File: config.mk
export PLATFORM = sky130hd
export DESIGN_NAME = cpu_execute
export DESIGN_NICKNAME = d
export VERILOG_FILES = /design/src/rtl/cpu_execute_pkg.sv /design/src/rtl/cpu_muldiv.sv /design/src/rtl/cpu_execute.sv
export SDC_FILE = /design/constraint.sdc
export NUM_CORES = 2
export LEC_CHECK = 0
export ABC_CLOCK_PERIOD_IN_PS = 5070
export BUFFER_PORTS_ARGS = -buffer_cell sky130_fd_sc_hd__buf_2
export CORE_ASPECT_RATIO = 1.5
export CORE_UTILIZATION = 57
export CTS_CLUSTER_SIZE = 40
export DETAILED_ROUTE_END_ITERATION = 12
export PLACE_DENSITY = 0.8
export SLEW_MARGIN = 40
export SYNTH_ARGS = -nofsm -noshare
export SYNTH_HDL_FRONTEND = slang
export SYNTH_SLANG_ARGS = --single-unit
File: constraint.sdc
create_clock -name i_clock -period 5.07 [get_ports i_clock]
set_clock_uncertainty 0.05 [all_clocks]
set_input_delay 0.2535 -clock i_clock [delete_from_list [all_inputs] [get_ports i_clock]]
set_output_delay 0.2535 -clock i_clock [all_outputs]
set_load 0.03 [all_outputs]
File: src/rtl/cpu_execute_pkg.sv
// Shared types for the execute stage: pipeline tag width, operation codes and FSM states.
// Operation codes 29..31 are unused and produce a zero result.
package cpu_execute_pkg;

    localparam int TAG_SIZE = 8;

    typedef enum logic [4:0] {
        OP_ADD    = 5'd0,
        OP_SUB    = 5'd1,
        OP_SLL    = 5'd2,
        OP_SLT    = 5'd3,
        OP_SLTU   = 5'd4,
        OP_XOR    = 5'd5,
        OP_SRL    = 5'd6,
        OP_SRA    = 5'd7,
        OP_OR     = 5'd8,
        OP_AND    = 5'd9,
        OP_LUI    = 5'd10,
        OP_BEQ    = 5'd11,
        OP_BNE    = 5'd12,
        OP_BLT    = 5'd13,
        OP_BGE    = 5'd14,
        OP_BLTU   = 5'd15,
        OP_BGEU   = 5'd16,
        OP_JAL    = 5'd17,
        OP_JALR   = 5'd18,
        OP_LOAD   = 5'd19,
        OP_STORE  = 5'd20,
        OP_MUL    = 5'd21,
        OP_MULH   = 5'd22,
        OP_MULHSU = 5'd23,
        OP_MULHU  = 5'd24,
        OP_DIV    = 5'd25,
        OP_DIVU   = 5'd26,
        OP_REM    = 5'd27,
        OP_REMU   = 5'd28
    } op_e;

    typedef enum logic [1:0] {
        ST_IDLE   = 2'd0,
        ST_MULDIV = 2'd1,
        ST_HOLD   = 2'd2
    } state_e;

    function automatic logic is_muldiv(input op_e op);
        return (op >= OP_MUL) && (op <= OP_REMU);
    endfunction

endpackage

File: src/rtl/cpu_muldiv.sv
// Iterative unsigned multiplier / restoring divider, one result bit per step, STEPS steps after start.
// No backpressure: done_o pulses on the last step and res_o is valid only in that cycle.
module cpu_muldiv
    import cpu_execute_pkg::*;
#(
    parameter int STEPS = 32
) (
    input  logic        clk_i,
    input  logic        rst_n_i,
    input  logic        start_i,
    input  logic        div_i,
    input  logic [31:0] a_i,
    input  logic [31:0] b_i,
    output logic        done_o,
    output logic [63:0] res_o
);

    localparam int CW = (STEPS > 1) ? $clog2(STEPS) : 1;

    // acc_q holds {partial product} for multiply and {remainder, quotient} for divide.
    logic [63:0]   acc_q, acc_d, step_res;
    logic [31:0]   b_q, b_d;
    logic          div_q, div_d, run_q, run_d;
    logic [CW-1:0] cnt_q, cnt_d;
    logic [32:0]   mul_sum, div_rs;
    logic [33:0]   div_diff;

    always_comb begin
        mul_sum  = {1'b0, acc_q[63:32]} + (acc_q[0] ? {1'b0, b_q} : 33'd0);
        div_rs   = {acc_q[63:32], acc_q[31]};
        div_diff = {1'b0, div_rs} - {2'b00, b_q};
        if (div_q) begin
            step_res = div_diff[33] ? {div_rs[31:0], acc_q[30:0], 1'b0}
                                    : {div_diff[31:0], acc_q[30:0], 1'b1};
        end else begin
            step_res = {mul_sum, acc_q[31:1]};
        end
    end

    assign done_o = run_q && (cnt_q == CW'(STEPS - 1));
    assign res_o  = step_res;

    always_comb begin
        acc_d = acc_q;
        b_d   = b_q;
        div_d = div_q;
        run_d = run_q;
        cnt_d = cnt_q;
        if (start_i && !run_q) begin
            acc_d = {32'd0, a_i};
            b_d   = b_i;
            div_d = div_i;
            run_d = 1'b1;
            cnt_d = '0;
        end else if (run_q) begin
            acc_d = step_res;
            cnt_d = cnt_q + 1'b1;
            if (done_o) begin
                run_d = 1'b0;
            end
        end
    end

    always_ff @(posedge clk_i) begin
        if (!rst_n_i) begin
            acc_q <= '0;
            b_q   <= '0;
            div_q <= 1'b0;
            run_q <= 1'b0;
            cnt_q <= '0;
        end else begin
            acc_q <= acc_d;
            b_q   <= b_d;
            div_q <= div_d;
            run_q <= run_d;
            cnt_q <= cnt_d;
        end
    end

endmodule

File: src/rtl/cpu_execute.sv
// Execute stage: ALU/branch/address ops retire in 1 edge, RV32M ops in 1+MD_STEPS edges.
// Holds outputs while i_stall is high; o_busy stalls decode while an instruction cannot retire.
module cpu_execute
    import cpu_execute_pkg::*;
#(
    parameter int TAG_W    = TAG_SIZE,
    parameter int MD_STEPS = 32
) (
    input  logic             i_clock,
    input  logic             i_reset,
    input  logic [TAG_W-1:0] i_tag,
    input  logic [31:0]      i_pc,
    input  logic [4:0]       i_inst_rd,
    input  logic [31:0]      i_rs1,
    input  logic [31:0]      i_rs2,
    input  logic [31:0]      i_imm,
    input  logic [4:0]       i_op,
    input  logic             i_src2_imm,
    input  logic             i_mem_read,
    input  logic             i_mem_write,
    input  logic [2:0]       i_mem_width,
    input  logic             i_mem_signed,
    input  logic             i_stall,
    output logic [TAG_W-1:0] o_tag,
    output logic [4:0]       o_inst_rd,
    output logic [31:0]      o_rd,
    output logic [31:0]      o_pc_next,
    output logic             o_branch,
    output logic             o_mem_read,
    output logic             o_mem_write,
    output logic [2:0]       o_mem_width,
    output logic             o_mem_signed,
    output logic [31:0]      o_mem_address,
    output logic             o_busy
);

    op_e         op;
    logic [31:0] op2, pc_plus4, pc_imm, mem_addr;
    logic [31:0] alu_rd, alu_pc;
    logic        alu_br, taken;

    assign op       = op_e'(i_op);
    assign op2      = i_src2_imm ? i_imm : i_rs2;
    assign pc_plus4 = i_pc + 32'd4;
    assign pc_imm   = i_pc + i_imm;
    assign mem_addr = i_rs1 + i_imm;

    always_comb begin
        alu_rd = '0;
        alu_pc = pc_plus4;
        alu_br = 1'b0;
        taken  = 1'b0;
        case (op)
            OP_ADD:   alu_rd = i_rs1 + op2;
            OP_SUB:   alu_rd = i_rs1 - op2;
            OP_SLL:   alu_rd = i_rs1 << op2[4:0];
            OP_SLT:   alu_rd = {31'd0, $signed(i_rs1) < $signed(op2)};
            OP_SLTU:  alu_rd = {31'd0, i_rs1 < op2};
            OP_XOR:   alu_rd = i_rs1 ^ op2;
            OP_SRL:   alu_rd = i_rs1 >> op2[4:0];
            OP_SRA:   alu_rd = $signed(i_rs1) >>> op2[4:0];
            OP_OR:    alu_rd = i_rs1 | op2;
            OP_AND:   alu_rd = i_rs1 & op2;
            OP_LUI:   alu_rd = op2;
            // Branch conditions always compare the two register operands.
            OP_BEQ:   taken = (i_rs1 == i_rs2);
            OP_BNE:   taken = (i_rs1 != i_rs2);
            OP_BLT:   taken = ($signed(i_rs1) < $signed(i_rs2));
            OP_BGE:   taken = ($signed(i_rs1) >= $signed(i_rs2));
            OP_BLTU:  taken = (i_rs1 < i_rs2);
            OP_BGEU:  taken = (i_rs1 >= i_rs2);
            OP_JAL: begin
                alu_rd = pc_plus4;
                alu_pc = pc_imm;
                alu_br = 1'b1;
            end
            OP_JALR: begin
                alu_rd = pc_plus4;
                alu_pc = mem_addr & ~32'd1;
                alu_br = 1'b1;
            end
            OP_LOAD, OP_STORE: alu_rd = i_rs2;
            default:  alu_rd = '0;
        endcase
        if (taken) begin
            alu_pc = pc_imm;
            alu_br = 1'b1;
        end
    end

    // The iterative unit sees magnitudes only; signs and corner cases are resolved here.
    logic        md_op, md_div, a_sgn, b_sgn, a_neg, b_neg, md_ovf;
    logic [31:0] mag_a, mag_b;
    logic        md_start, md_done;
    logic [63:0] md_raw, prod_s;
    logic [31:0] quo_s, rem_s, md_res;

    assign md_op  = is_muldiv(op);
    assign md_div = md_op && (op >= OP_DIV);
    assign a_sgn  = (op == OP_MULH) || (op == OP_MULHSU) || (op == OP_DIV) || (op == OP_REM);
    assign b_sgn  = (op == OP_MULH) || (op == OP_DIV) || (op == OP_REM);
    assign a_neg  = a_sgn && i_rs1[31];
    assign b_neg  = b_sgn && op2[31];
    assign mag_a  = a_neg ? (32'd0 - i_rs1) : i_rs1;
    assign mag_b  = b_neg ? (32'd0 - op2) : op2;
    assign md_ovf = md_div && b_sgn && (i_rs1 == 32'h8000_0000) && (op2 == 32'hFFFF_FFFF);

    op_e         mop_q;
    logic        qneg_q, rneg_q, dz_q, ovf_q;
    logic [31:0] dvd_q, hold_q;

    cpu_muldiv #(
        .STEPS (MD_STEPS)
    ) u_muldiv (
        .clk_i   (i_clock),
        .rst_n_i (i_reset),
        .start_i (md_start),
        .div_i   (md_div),
        .a_i     (mag_a),
        .b_i     (mag_b),
        .done_o  (md_done),
        .res_o   (md_raw)
    );

    always_comb begin
        md_res = '0;
        prod_s = qneg_q ? (64'd0 - md_raw) : md_raw;
        quo_s  = qneg_q ? (32'd0 - md_raw[31:0]) : md_raw[31:0];
        rem_s  = rneg_q ? (32'd0 - md_raw[63:32]) : md_raw[63:32];
        case (mop_q)
            OP_MUL:                       md_res = prod_s[31:0];
            OP_MULH, OP_MULHSU, OP_MULHU: md_res = prod_s[63:32];
            OP_DIV, OP_DIVU:              md_res = dz_q ? 32'hFFFF_FFFF : (ovf_q ? 32'h8000_0000 : quo_s);
            OP_REM, OP_REMU:              md_res = dz_q ? dvd_q : (ovf_q ? 32'd0 : rem_s);
            default:                      md_res = '0;
        endcase
    end

    state_e             state_q, state_d;
    logic [TAG_W-1:0]   tag_q;
    logic [4:0]         rd_idx_q;
    logic [31:0]        rd_q, pcn_q, maddr_q, rd_d, pcn_d;
    logic               br_q, br_d, mr_q, mw_q, msg_q;
    logic [2:0]         mwid_q;
    logic               new_inst, accept, wr_en, hold_en;

    assign new_inst = (i_tag != tag_q);
    assign accept   = (state_q == ST_IDLE) && new_inst && !i_stall;

    always_comb begin
        state_d  = state_q;
        wr_en    = 1'b0;
        md_start = 1'b0;
        hold_en  = 1'b0;
        rd_d     = alu_rd;
        pcn_d    = alu_pc;
        br_d     = alu_br;
        case (state_q)
            ST_IDLE: begin
                if (accept) begin
                    if (md_op) begin
                        md_start = 1'b1;
                        state_d  = ST_MULDIV;
                    end else begin
                        wr_en = 1'b1;
                    end
                end
            end
            ST_MULDIV: begin
                rd_d  = md_res;
                pcn_d = pc_plus4;
                br_d  = 1'b0;
                if (md_done) begin
                    if (i_stall) begin
                        hold_en = 1'b1;
                        state_d = ST_HOLD;
                    end else begin
                        wr_en   = 1'b1;
                        state_d = ST_IDLE;
                    end
                end
            end
            ST_HOLD: begin
                rd_d  = hold_q;
                pcn_d = pc_plus4;
                br_d  = 1'b0;
                if (!i_stall) begin
                    wr_en   = 1'b1;
                    state_d = ST_IDLE;
                end
            end
            default: state_d = ST_IDLE;
        endcase
    end

    always_ff @(posedge i_clock) begin
        if (!i_reset) begin
            state_q  <= ST_IDLE;
            mop_q    <= OP_ADD;
            qneg_q   <= 1'b0;
            rneg_q   <= 1'b0;
            dz_q     <= 1'b0;
            ovf_q    <= 1'b0;
            dvd_q    <= '0;
            hold_q   <= '0;
            tag_q    <= '0;
            rd_idx_q <= '0;
            rd_q     <= '0;
            pcn_q    <= '0;
            br_q     <= 1'b0;
            mr_q     <= 1'b0;
            mw_q     <= 1'b0;
            mwid_q   <= '0;
            msg_q    <= 1'b0;
            maddr_q  <= '0;
        end else begin
            state_q <= state_d;
            if (md_start) begin
                mop_q  <= op;
                qneg_q <= a_neg ^ b_neg;
                rneg_q <= a_neg;
                dz_q   <= (op2 == 32'd0);
                ovf_q  <= md_ovf;
                dvd_q  <= i_rs1;
            end
            if (hold_en) begin
                hold_q <= md_res;
            end
            if (wr_en) begin
                tag_q    <= i_tag;
                rd_idx_q <= i_inst_rd;
                rd_q     <= rd_d;
                pcn_q    <= pcn_d;
                br_q     <= br_d;
                mr_q     <= i_mem_read;
                mw_q     <= i_mem_write;
                mwid_q   <= i_mem_width;
                msg_q    <= i_mem_signed;
                maddr_q  <= mem_addr;
            end
        end
    end

    assign o_tag         = tag_q;
    assign o_inst_rd     = rd_idx_q;
    assign o_rd          = rd_q;
    assign o_pc_next     = pcn_q;
    assign o_branch      = br_q;
    assign o_mem_read    = mr_q;
    assign o_mem_write   = mw_q;
    assign o_mem_width   = mwid_q;
    assign o_mem_signed  = msg_q;
    assign o_mem_address = maddr_q;
    assign o_busy        = (state_q != ST_IDLE) || (new_inst && md_op) || (new_inst && i_stall);

endmodule

==> results of run 1 <==
## through the flow
stage	cells	hold slack (ns)	TNS, ns	setup WS, ns	util
after CTS	6263	0.006601	0	0.003582	0.6803
after detailed placement	6186	0.3930	-0.3491	-0.1127	0.6590
after floorplan	4984	0.3395	0	0.01452	-
after global placement	6185	0.3889	-0.05442	-0.03858	0.6580
## cells by family after synthesis
family                     after synthesis  share of synthesized area
adders and majority gates              273                    0.09965
AOI/OAI and AO/OA                     1729                     0.3283
muxes                                  166                    0.05336
DFF                                    294                     0.1695
xor gates and xnor gates               265                    0.06683
buffers and inverters                  547                    0.06064
and+or+nand+nor                       1710                     0.2218
## layer usage
metal | GRT usage | overflow
met5 | 0.08492 | 1
met4 | 0.7389 | 114
met3 | 0.4874 | 0
met2 | 0.9385 | 179
met1 | 0.7258 | 0
## timing repair
| action | 4_1_cts |
|---|---|
| endpoints found under the setup margin | 7 |
| hold buffers | 25 |
| pin swaps | 0 |
| gates resized for setup | 6 |
| hold endpoints to repair | 25 |
| setup buffers | 0 |
==> qor_table.md, run 1 <==
| Metric | Value | Unit |
| --- | --- | --- |
| Outcome | stopped before the end | - |
| Last flow stage reached | global routing | - |
| Halt Reason | [ERROR GRT-0116] Global routing finished with congestion. Check the congestion regions in the DRC Viewer. | - |
| Die height | 304.3 | um |
| Cell accounting for the most synthesized area | dfxtp_1 | - |
| Starting Density | 0.5774 | - |
| Maximum clock path buffer count | 3 | - |
| Post-Syn Nets | 5,413 | - |
| Final estimated routing congestion in global placement | 1.170 | - |
| Cell area after synthesis | 34,730 | um^2 |
| Overall global routing resource usage | 0.7195 | - |
| Yosys warning count | 0 | - |
| Number of top-level pins | 273 | - |
| Cell variety after synth | 108 | - |
| Maximum number of pins on one net before global-route repair | 139 | - |
| Area share of the largest cell type after synthesis | 0.1695 | - |
| Syn Area/Cell | 6.968 | um^2 |
| First-pass GRT wire length | 341,900 | um |
| Mapped Cells | 4,984 | - |
| Area after DPL | 39,640 | um^2 |
| Detailed placer's ending HPWL | 146,600 | um |
| Synth Register Bits | 294 | - |
| Inserted Clock Buffers | 30 | - |
| Maximum level of the CTS H-tree | 1 | - |
| Top area cells in the synthesized netlist | dfxtp_1, ha_1, a21oi_1 | - |
| Library cell with the highest instance count after synthesis | nand2_1 | - |
| Num Clock Sinks | 294 | - |
| Part of the Yosys area used for sequential elements | 0.1695 | - |
| Die X | 203.5 | um |
| Overflow left after global routing | 294 | - |
| Std cell rows | 110 | - |
| Async SR Flop Fraction | 0 | - |
| Vias in the first global route | 48,350 | - |
| Ys flop type | dfxtp_1 | - |
| Port Buf Inserts | 272 | - |
| Number of flops mapped to enable cells by yosys | 0 | - |
| Leading cell types by count after synthesis | nand2_1, nor2_1, a21oi_1 | - |
| Clk Tree Root Cell | clkbuf_16 | - |
==> run 2: changes to the inputs <==
- ABC_CLOCK_PERIOD_IN_PS: 5070 -> 6600
- CORE_ASPECT_RATIO: 1.5 -> not set
- CORE_UTILIZATION: 57 -> 40
- CTS_CLUSTER_SIZE: 40 -> not set
- PLACE_DENSITY: 0.8 -> not set
- PLACE_DENSITY_LB_ADDON: not set -> 0.15
- clock period: 5.07 -> 6.6 ns (I/O delays scaled with it)
==> run 2 against run 1 <==
  * The run now ends clean
  * Synthesized cell count unchanged
  * Area after synthesis unchanged
==> qor_table.md, run 2 <==
| Metric | Value | Unit |
| --- | --- | --- |
| Outcome | completed | - |
| Crit path kind | flip-flop to flip-flop | - |
| Area share of the largest cell type after synthesis | 0.1695 | - |
| Ys flop type | dfxtp_1 | - |
| PostCTS Resize Cnt | 0 | - |
| Slew Limit Fails | 0 | - |
| Depth of the worst register-to-register path | 21 | - |
| Num Clock Sinks | 294 | - |
| Leakage component of the power | 0.01603 | uW |
| Detailed placer's ending HPWL | 150,700 | um |
| Overflow left after global routing | 0 | - |
| Cell accounting for the most synthesized area | dfxtp_1 | - |
| Per-cell routed wire length | 30.50 | um |
| CTS tree | done | - |
| Register containing the most flip-flops in the final layout | u_muldiv.acc_q | - |
| Initial detailed-routing violation count | 4,727 | - |
| Number of antenna violations at the first check in global routing | 12 | - |
| Worst setup path start | u_muldiv.b_q[30] | - |
| Library cell with the highest instance count after synthesis | nand2_1 | - |
| Via count | 41,190 | - |
| Worst R2R Start | u_muldiv.b_q[30] | - |
| Placeable core area | 85,550 | um^2 |
| Endpoint of the lowest-slack register-to-register path | o_rd[12] | - |
| Max capacitance violation total | 0 | - |
| Relative slew slack | 0.3494 | - |
| Post-Syn Nets | 5,413 | - |
| Syn Area/Cell | 6.968 | um^2 |
| Leading cell type in the layout, fill and taps excluded | nand2_1 | - |
| Maximum number of pins on one net before global-route repair | 139 | - |
| Final clock period utilization by the worst path | 0.9214 | - |
| Latest clock arrival within the worst-skew pair | 0.57 | ns |
| WP data required | 7.05 | ns |
| Clock Pin Slew Worst Setup and Hold Paths | 0.06 | ns |
| Average via count per standard cell | 6.524 | - |
| Cell area after synthesis | 34,730 | um^2 |
| WHS Endpoint | o_inst_rd[1] | - |
| Max reg flops | 64 | - |
| Final #Nets | 5,564 | - |
| Overall routed net length | 192,600 | um |
| Area added between synthesis and finish | 12.65 | % |
| Maximum clock path buffer count | 3 | - |
| Part of the Yosys area used for sequential elements | 0.1695 | - |
| Synth Register Bits | 294 | - |
| Power Dens Cells | 203.5 | nW/um^2 |
| Top area cells in the synthesized netlist | dfxtp_1, ha_1, a21oi_1 | - |
| Hold depth | 3 | - |
| Clk Tree Root Cell | clkbuf_16 | - |
| Die Footprint | 88,000 | um^2 |
| Mapped Cells | 4,984 | - |
| Yosys warning count | 0 | - |
| Std cell rows | 107 | - |
| First-pass GRT wire length | 270,800 | um |
| Maximum level of the CTS H-tree | 2 | - |
| Async SR Flop Fraction | 0 | - |
| F_max | 164.4 | MHz |
| Setup violations, final | 0 | - |
| Fraction of layout instances using a drive strength above 1 | 0.1230 | - |
| Detailed-router iteration count before antenna repair | 7 | - |
| Smallest setup slack after layout | 0.5185 | ns |
| Final Hold Fails | 0 | - |
| Cell variety after synth | 108 | - |
| Final min period | 6.082 | ns |
| Number of remaining DRC errors | 0 | - |
| Leading cell types by count after synthesis | nand2_1, nor2_1, a21oi_1 | - |
| Port Buf Inserts | 272 | - |
| Peak supply drop | 218.0 | uV |
| Vias in the first global route | 38,117 | - |
| Overall global routing resource usage | 0.4226 | - |
| Arr. time, crit path | 6.53 | ns |
| Antenna Violating Nets Remaining | 0 | - |
| Commonest cells after routing, fill and taps aside | nand2_1, nor2_1, a21oi_1 | - |
| Setup TNS | 0 | ns |
| Buffers inserted during post-CTS setup optimization | 0 | - |
| Die height | 296.7 | um |
| Worst hold-check path type | input pin to flip-flop | - |
| HP Start | i_inst_rd[1] | - |
| Final estimated routing congestion in global placement | 1.078 | - |
| Slew at the pin with the worst max-slew slack | 0.9657 | ns |
| Starting Density | 0.4059 | - |
| Slack of the worst reg-to-reg path | 0.52 | ns |
| RSZ-0062 raised after global routing | no | - |
| Sort of element at the end of the critical path | flip-flop | - |
| Hold-fix buffer count after cts | 18 | - |
| Inserted Clock Buffers | 38 | - |
| Maximum net fanout on the critical path | 7 | - |
| Sort of element at the start of the critical path | flip-flop | - |
| Setup WS pre-CTS | 0.6870 | ns |
| Number of top-level pins | 273 | - |
| Number of flops mapped to enable cells by yosys | 0 | - |
| Die X | 296.7 | um |
| Layout filler cell count | 9,085 | - |
run 2: cell counts after synthesis:
Identical to the previous run, type by type.
run 2: layer usage:
metal | wire length, um | vias to the layer above | global-route usage | share of wire
met5 | 139 | - | 0 | 0.00072
met4 | 16730 | 20 | 0.3115 | 0.087
met1 | 73670 | 19721 | 0.5076 | 0.38
li1 | - | 18588 | - | -
met3 | 17140 | 586 | 0.08488 | 0.089
met2 | 84910 | 2275 | 0.6683 | 0.44
run 2: power by group:
part | internal (uW) | switching [uW] | total, uW
sequential | 1890 | 90.2 | 1980
clock | 1330 | 929 | 2260
combinational | 1150 | 2570 | 3730
total | 4370 | 3590 | 7960
run 2: logic make-up after synthesis:
family / after synthesis / share of synthesized area
fa+ha+maj: 273 / 0.09965
xor+xnor: 265 / 0.06683
simple gates: 1710 / 0.2218
mux: 166 / 0.05336
buf+inv: 547 / 0.06064
compound gates: 1729 / 0.3283
flops: 294 / 0.1695
run 2: worst max-delay path, stage by stage, from the launching register on:
cell,delay (ns)
dfxtp_1,0.33
inv_1,0.06
ha_1,0.37
and4b_1,0.27
a221oi_1,0.44
o211ai_1,0.47
a21oi_1,0.45
o21bai_1,0.24
ha_1,0.22
o21ai_0,0.12
or2_2,0.31
nand2b_1,0.26
nor2_1,0.14
nand3_1,0.06
or3_1,0.41
inv_1,0.21
nand4_1,0.24
and3_1,0.27
nor3_1,0.56
o31a_1,0.23
o21ai_0,0.08
a31oi_1,0.19
run 2: layout make-up:
type	count	area, um^2	share of cell area
multi-input cells	4143	26890	0.6875
flip-flops and latches	294	5891	0.1506
repair buffers	450	2778	0.07100
well taps	1144	1431	0.03659
clock buffers	48	1080	0.02760
inverters	208	785.8	0.02009
clock inverters	21	246.5	0.006301
diodes	6	15.01	0.0003838
run 2: worst max-delay path by stage:
stage                to  slack, ns  cells past startpoint
2_1_floorplan  o_rd[31]       0.93                     24
3_3_place_gp   o_rd[20]       0.79                     18
3_5_place_dp   o_rd[20]       0.69                     18
4_1_cts        o_rd[20]       0.65                     18
5_1_grt        o_rd[26]       0.20                     20
6_report       o_rd[12]       0.52                     21
run 2: through the flow:
| stage | cells | util | total power (uW) | hold WS (ns) | cell area [um^2] |
|---|---|---|---|---|---|
| final | 6314 | 0.4573 | 7961 | 0.09809 | 39120 |
| after global routing | 6308 | 0.4571 | 8234 | 0.08443 | 39110 |
| after CTS | 6307 | 0.4566 | 7872 | 0.03688 | 39060 |
| after detailed placement | 6220 | 0.4390 | 5594 | 0.3935 | 37550 |
| after global placement | 6216 | 0.4381 | 5595 | 0.3899 | 37480 |
| after floorplan | 4984 | - | 4247 | 0.3819 | 34730 |
Power figures use the tool's default switching activity.
